[config.mk]
export PLATFORM = sky130hd
export DESIGN_NAME = ex2_rx
export DESIGN_NICKNAME = d
export VERILOG_FILES = /design/src/rtl/ex2_pkg.sv /design/src/rtl/ex2_unrotate.sv /design/src/rtl/ex2_rx.sv
export SDC_FILE = /design/constraint.sdc
export NUM_CORES = 1
export LEC_CHECK = 0
export CORE_MARGIN = 5
export CORE_UTILIZATION = 44
export CTS_CLUSTER_DIAMETER = 200
export DETAILED_ROUTE_END_ITERATION = 10
export PLACE_DENSITY_LB_ADDON = 0.05
export SLEW_MARGIN = 10
export SYNTH_ARGS = -nofsm -noshare
export SYNTH_HDL_FRONTEND = slang
export SYNTH_SLANG_ARGS = --single-unit
[constraint.sdc]
create_clock -name clk -period 1.76 [get_ports clk]
set_input_delay 0.352 -clock clk [delete_from_list [all_inputs] [get_ports clk]]
set_output_delay 0.352 -clock clk [all_outputs]
set_load 0.005 [all_outputs]
[src/rtl/ex2_pkg.sv]
// Shared types and constants for the ex2 word format: 5-bit word, 8-bit serial frame,
// receiver FSM states and the 10..20 range window.
package ex2_pkg;

  localparam int unsigned EX2_W          = 5;
  localparam int unsigned EX2_FRAME_BITS = 8;
  localparam int unsigned EX2_RANGE_LO   = 10;
  localparam int unsigned EX2_RANGE_HI   = 20;

  typedef enum logic [1:0] {
    IDLE = 2'd0,
    DATA = 2'd1,
    PAR  = 2'd2,
    STOP = 2'd3
  } ex2_rx_state_t;

endpackage

[src/rtl/ex2_unrotate.sv]
// Combinational inverse of the ex2 rotation: V = {P[2:0], P[4:3]} back to P, plus word parity.
// Zero latency, no flow control.
module ex2_unrotate
  import ex2_pkg::*;
(
  input  logic [EX2_W-1:0] v_i,
  output logic [EX2_W-1:0] p_o,
  output logic             par_o
);

  assign p_o   = {v_i[1:0], v_i[4:2]};
  assign par_o = ^v_i;

endmodule

[src/rtl/ex2_rx.sv]
// Framed serial receiver: start(1), 5 data bits MSB first, parity, stop(0); result 1 cycle after stop edge.
// Single-entry valid/ready output; a word completing while the entry is held unaccepted is dropped (sticky overrun).
module ex2_rx
  import ex2_pkg::*;
#(
  parameter int unsigned W        = EX2_W,
  parameter int unsigned RANGE_LO = EX2_RANGE_LO,
  parameter int unsigned RANGE_HI = EX2_RANGE_HI
) (
  input  logic         clk,
  input  logic         rst_n,
  input  logic         rx_valid,
  input  logic         rx_bit,
  output logic         out_valid,
  input  logic         out_ready,
  output logic [W-1:0] p_out,
  output logic         par_err,
  output logic         in_range,
  output logic         frame_err,
  output logic         overrun
);

  localparam int unsigned CNT_W = $clog2(EX2_FRAME_BITS);
  localparam logic [W-1:0] LO_C = W'(RANGE_LO);
  localparam logic [W-1:0] HI_C = W'(RANGE_HI);

  ex2_rx_state_t state_q, state_d;
  logic [CNT_W-1:0] cnt_q, cnt_d;
  logic [W-1:0]     sh_q, sh_d;
  logic             parb_q, parb_d;
  logic             out_valid_q, out_valid_d;
  logic [W-1:0]     p_q, p_d;
  logic             par_err_q, par_err_d;
  logic             frame_err_q, frame_err_d;
  logic             overrun_q, overrun_d;

  logic             word_done;
  logic             frame_bad;
  logic             load;
  logic [W-1:0]     dec_p;
  logic             dec_par;

  ex2_unrotate u_unrotate (
    .v_i  (sh_q),
    .p_o  (dec_p),
    .par_o(dec_par)
  );

  always_comb begin
    state_d   = state_q;
    cnt_d     = cnt_q;
    sh_d      = sh_q;
    parb_d    = parb_q;
    word_done = 1'b0;
    frame_bad = 1'b0;
    if (rx_valid) begin
      case (state_q)
        IDLE: begin
          if (rx_bit) begin
            state_d = DATA;
            cnt_d   = '0;
          end
        end
        DATA: begin
          sh_d = {sh_q[W-2:0], rx_bit};
          if (cnt_q == CNT_W'(W - 1)) state_d = PAR;
          else                        cnt_d   = cnt_q + CNT_W'(1);
        end
        PAR: begin
          parb_d  = rx_bit;
          state_d = STOP;
        end
        STOP: begin
          // A bad stop bit returns to IDLE; it is never taken as the next start bit.
          state_d = IDLE;
          if (rx_bit) frame_bad = 1'b1;
          else        word_done = 1'b1;
        end
        default: state_d = IDLE;
      endcase
    end
  end

  always_comb begin
    load        = word_done && (!out_valid_q || out_ready);
    out_valid_d = load ? 1'b1 : (out_ready ? 1'b0 : out_valid_q);
    p_d         = load ? dec_p : p_q;
    par_err_d   = load ? (dec_par != parb_q) : par_err_q;
    frame_err_d = frame_bad;
    overrun_d   = overrun_q || (word_done && out_valid_q && !out_ready);
  end

  always_ff @(posedge clk or negedge rst_n) begin
    if (!rst_n) begin
      state_q     <= IDLE;
      cnt_q       <= '0;
      sh_q        <= '0;
      parb_q      <= 1'b0;
      out_valid_q <= 1'b0;
      p_q         <= '0;
      par_err_q   <= 1'b0;
      frame_err_q <= 1'b0;
      overrun_q   <= 1'b0;
    end else begin
      state_q     <= state_d;
      cnt_q       <= cnt_d;
      sh_q        <= sh_d;
      parb_q      <= parb_d;
      out_valid_q <= out_valid_d;
      p_q         <= p_d;
      par_err_q   <= par_err_d;
      frame_err_q <= frame_err_d;
      overrun_q   <= overrun_d;
    end
  end

  assign out_valid = out_valid_q;
  assign p_out     = p_q;
  assign par_err   = par_err_q;
  assign frame_err = frame_err_q;
  assign overrun   = overrun_q;
  assign in_range  = (p_q >= LO_C) && (p_q <= HI_C);

endmodule
==> results of run 1 <==
[cells in the mapped netlist (all sizes together)]
master	count	share of area, %
mux2	13	15
o211ai	1	0.74
o22ai	1	0.62
a31oi	1	0.62
xnor3	1	2.2
a21oi	1	0.49
nand2	4	1.5
nand3b	2	1.5
mux2i	1	0.99
ha	7	8.7
dfrtp	20	50
xnor2	3	3.3
nor2b	2	1.2
a32o	1	0.99
o21bai	1	0.74
nand3	1	0.49
and3	1	0.62
inv	4	1.5
and2	1	0.62
buf	2	1.2
o21ai	1	0.49
and3b	1	0.87
nand4	1	0.62
a311oi	1	0.87
a21bo	1	0.99
a21boi	1	1.1
nor2	2	0.74
nand2b	3	1.9
[final timing paths]
kind                            cells past startpoint                    from  slack, ps                     end
worst max-delay path                                2    p_out[1]$_DFFE_PN0P_        120                p_out[1]
worst min-delay path                                2                   rst_n        380       overrun$_DFF_PN0_
worst max register to register                      5  state_q[1]$_DFFE_PN0P_        150  state_q[1]$_DFFE_PN0P_
worst min register to register                      1       overrun$_DFF_PN0_        490       overrun$_DFF_PN0_
max in group asynchronous                           2                   rst_n       1180      parb_q$_DFFE_PN0P_
min in group clk                                    1       overrun$_DFF_PN0_        490       overrun$_DFF_PN0_
[kinds of logic after synthesis]
kind of cell / count (synthesis) / synth area share [%]
buffers and inverters: 6 / 2.72
flip-flops: 20 / 49.5
adder cells (fa/ha/maj): 7 / 8.66
multiplexers: 14 / 15.8
XOR/XNOR: 4 / 5.57
AO/OA/AOI/OAI: 10 / 7.67
AND/OR/NAND/NOR: 18 / 10.0
[through the flow]
| step | instance area, µm² | utilization (%) | instances |
|---|---|---|---|
| 2_1_floorplan | 1010 | - | 79 |
| 3_3_place_gp | 1210 | 54.8 | 124 |
| 3_5_place_dp | 1210 | 54.8 | 124 |
| 4_1_cts | 1270 | 57.4 | 129 |
| 5_1_grt | 1270 | 57.4 | 129 |
| 6_report | 1270 | 57.4 | 129 |
[where the power goes]
group          internal, mW  switching, mW  total, mW
registers             0.663          0.181      0.845
clock network         0.230          0.139      0.369
logic                 0.664          0.349       1.01
[worst reg2reg max path, stage by stage (launching register included)]
cell and delay, ps:
dfrtp_1 420, inv_1 100, ha_1 230, a21boi_2 240
nand3b_1 170, mux2_2 340
[flip-flops by register name (all words and copies together) (netlist names)]
name and flops:
p_out 5, sh_q 5, cnt_q 3, state_q 2, frame_err 1, out_valid 1
overrun 1, par_err 1, parb_q 1
[layout make-up]
type	count	share of cell area, %
Multi-Input combinational cell	53	38.3
Inverter	4	1.18
Timing Repair Buffer	20	14.2
Clock inverter	1	2.36
Clock buffer	3	1.77
Sequential cell	20	39.4
Tap cell	28	2.76
[layer usage]
layer | vias up | routed length, µm
met5 | - | 0
met4 | 0 | 34
met3 | 4 | 77
met2 | 12 | 787
met1 | 312 | 725
li1 | 321 | -
[repair_timing]
item | CTS | global route
endpoints found under the setup margin | 1 | 1
gates resized for setup | 2 | 3
hold endpoints to repair | 0 | 0
buffers inserted | 1 | 0
hold buffers | 0 | 0
==> run summary, run 1 <==
Tmin final: 1640 ps
CTS Buf Count: 3
met3 usage: 2.90%
RSZ-0062 raised after global routing: false
H-tree Lvls: 1
Worst-path clk slew: 110 ps
WL final: 1620 µm
Routed WL per cell: 12.6 µm
clock tree buffer depth: 2
# IOs: 15
area of the core: 0.00221 mm²
multi-input logic area: 487 µm²
Slew Limit Headroom: 83.0%
Fillers: 202
Post-Synthesis Cell Area: 0.00101 mm²
Port Buffers: 14
DRC viols: 0
vias in the first global route: 658
CP Class: reg2out
Worst Tran Pin Value: 254 ps
Yosys cell types: 31
hold slack: 382 ps
Largest stage delay, worst path: 490 ps
antenna cells: 0
grt total ovfl: 0
gp weighted congestion: 0.726
initial antenna violation count: 0
slowest CP cell: clkdlybuf4s50_1
# setup viols final: 0
routing usage on met1: 13.7%
clk_lat worst skew: 290 ps
status: completed
Crit path max-delay family: buffers and inverters
period utilisation layout: 93.3%
pwr/cell area: 1750 mW/mm²
Worst Setup Start Kind: register
CTS Root Cell: clkbuf_4
TritonCTS clock tree: yes
Sink Count: 20
#FFs+latches synth: 20
setup TNS: 0 ps
P&R area growth vs syn: 25.6%
Pins Over Slew Limit: 0
fmax: 609 MHz
total power: 2.23 mW
first-pass GRT wire length: 2970 µm
gr usage total: 11.7%
Starting Density: 45.7%
Worst Path Required: 1410 ps
CP bufs+invs: 2
post-route ant nets: 0
Synth Net Count: 91
commonest non-fill, non-tap cell in the layout: dfrtp_1
die area: 0.00336 mm²
Setup Skew: 1.61 ps
Avg Cell Area, Syn: 12.8 µm²
crit-path cells: buf_4, clkdlybuf4s50_1
Gate Count Post-Synth: 79
final hold viol count: 0
worst setup margin: 118 ps
DRT Pass-1 Iters: 2
grt met2 use: 19.2%
pin count of the biggest net entering global routing: 21
via count: 649
yosys warns: 0
die height: 57.9 µm
Rows: 17
layout cell share with drive strength beyond 1: 27.7%
register area: 500 µm²
worst slack, placed: 31.8 ps
worst-path fanout max: 3
Die Width: 57.9 µm
Worst Path Arrival: 1290 ps
initial drt markers: 6
nets@finish: 114
most used routing layer: met2
HP Class: in2async
sequential share of the synthesized area: 49.5%
vias per inst: 5.03
# Max-Cap Violations: 0
crit path capture type: output pin
Pleak: 0.587 nW
most frequent cells in the layout: 20 x dfrtp_1, 13 x clkdlybuf4s50_1, 12 x mux2_2
Peak VDD IR: 816 µV
Final HPWL DP: 1270 µm
No activity file was read; power rests on OpenSTA's default activity.
==> run 2: changes to the inputs <==
--- a/config.mk
+++ b/config.mk
@@ -9,6 +9,7 @@
 export CORE_UTILIZATION = 44
 export CTS_CLUSTER_DIAMETER = 200
 export DETAILED_ROUTE_END_ITERATION = 10
+export HOLD_SLACK_MARGIN = 0.02
 export PLACE_DENSITY_LB_ADDON = 0.05
 export SLEW_MARGIN = 10
 export SYNTH_ARGS = -nofsm -noshare
==> results of run 2 <==
Final layout, timing and power as in run 1 (identical DEF).
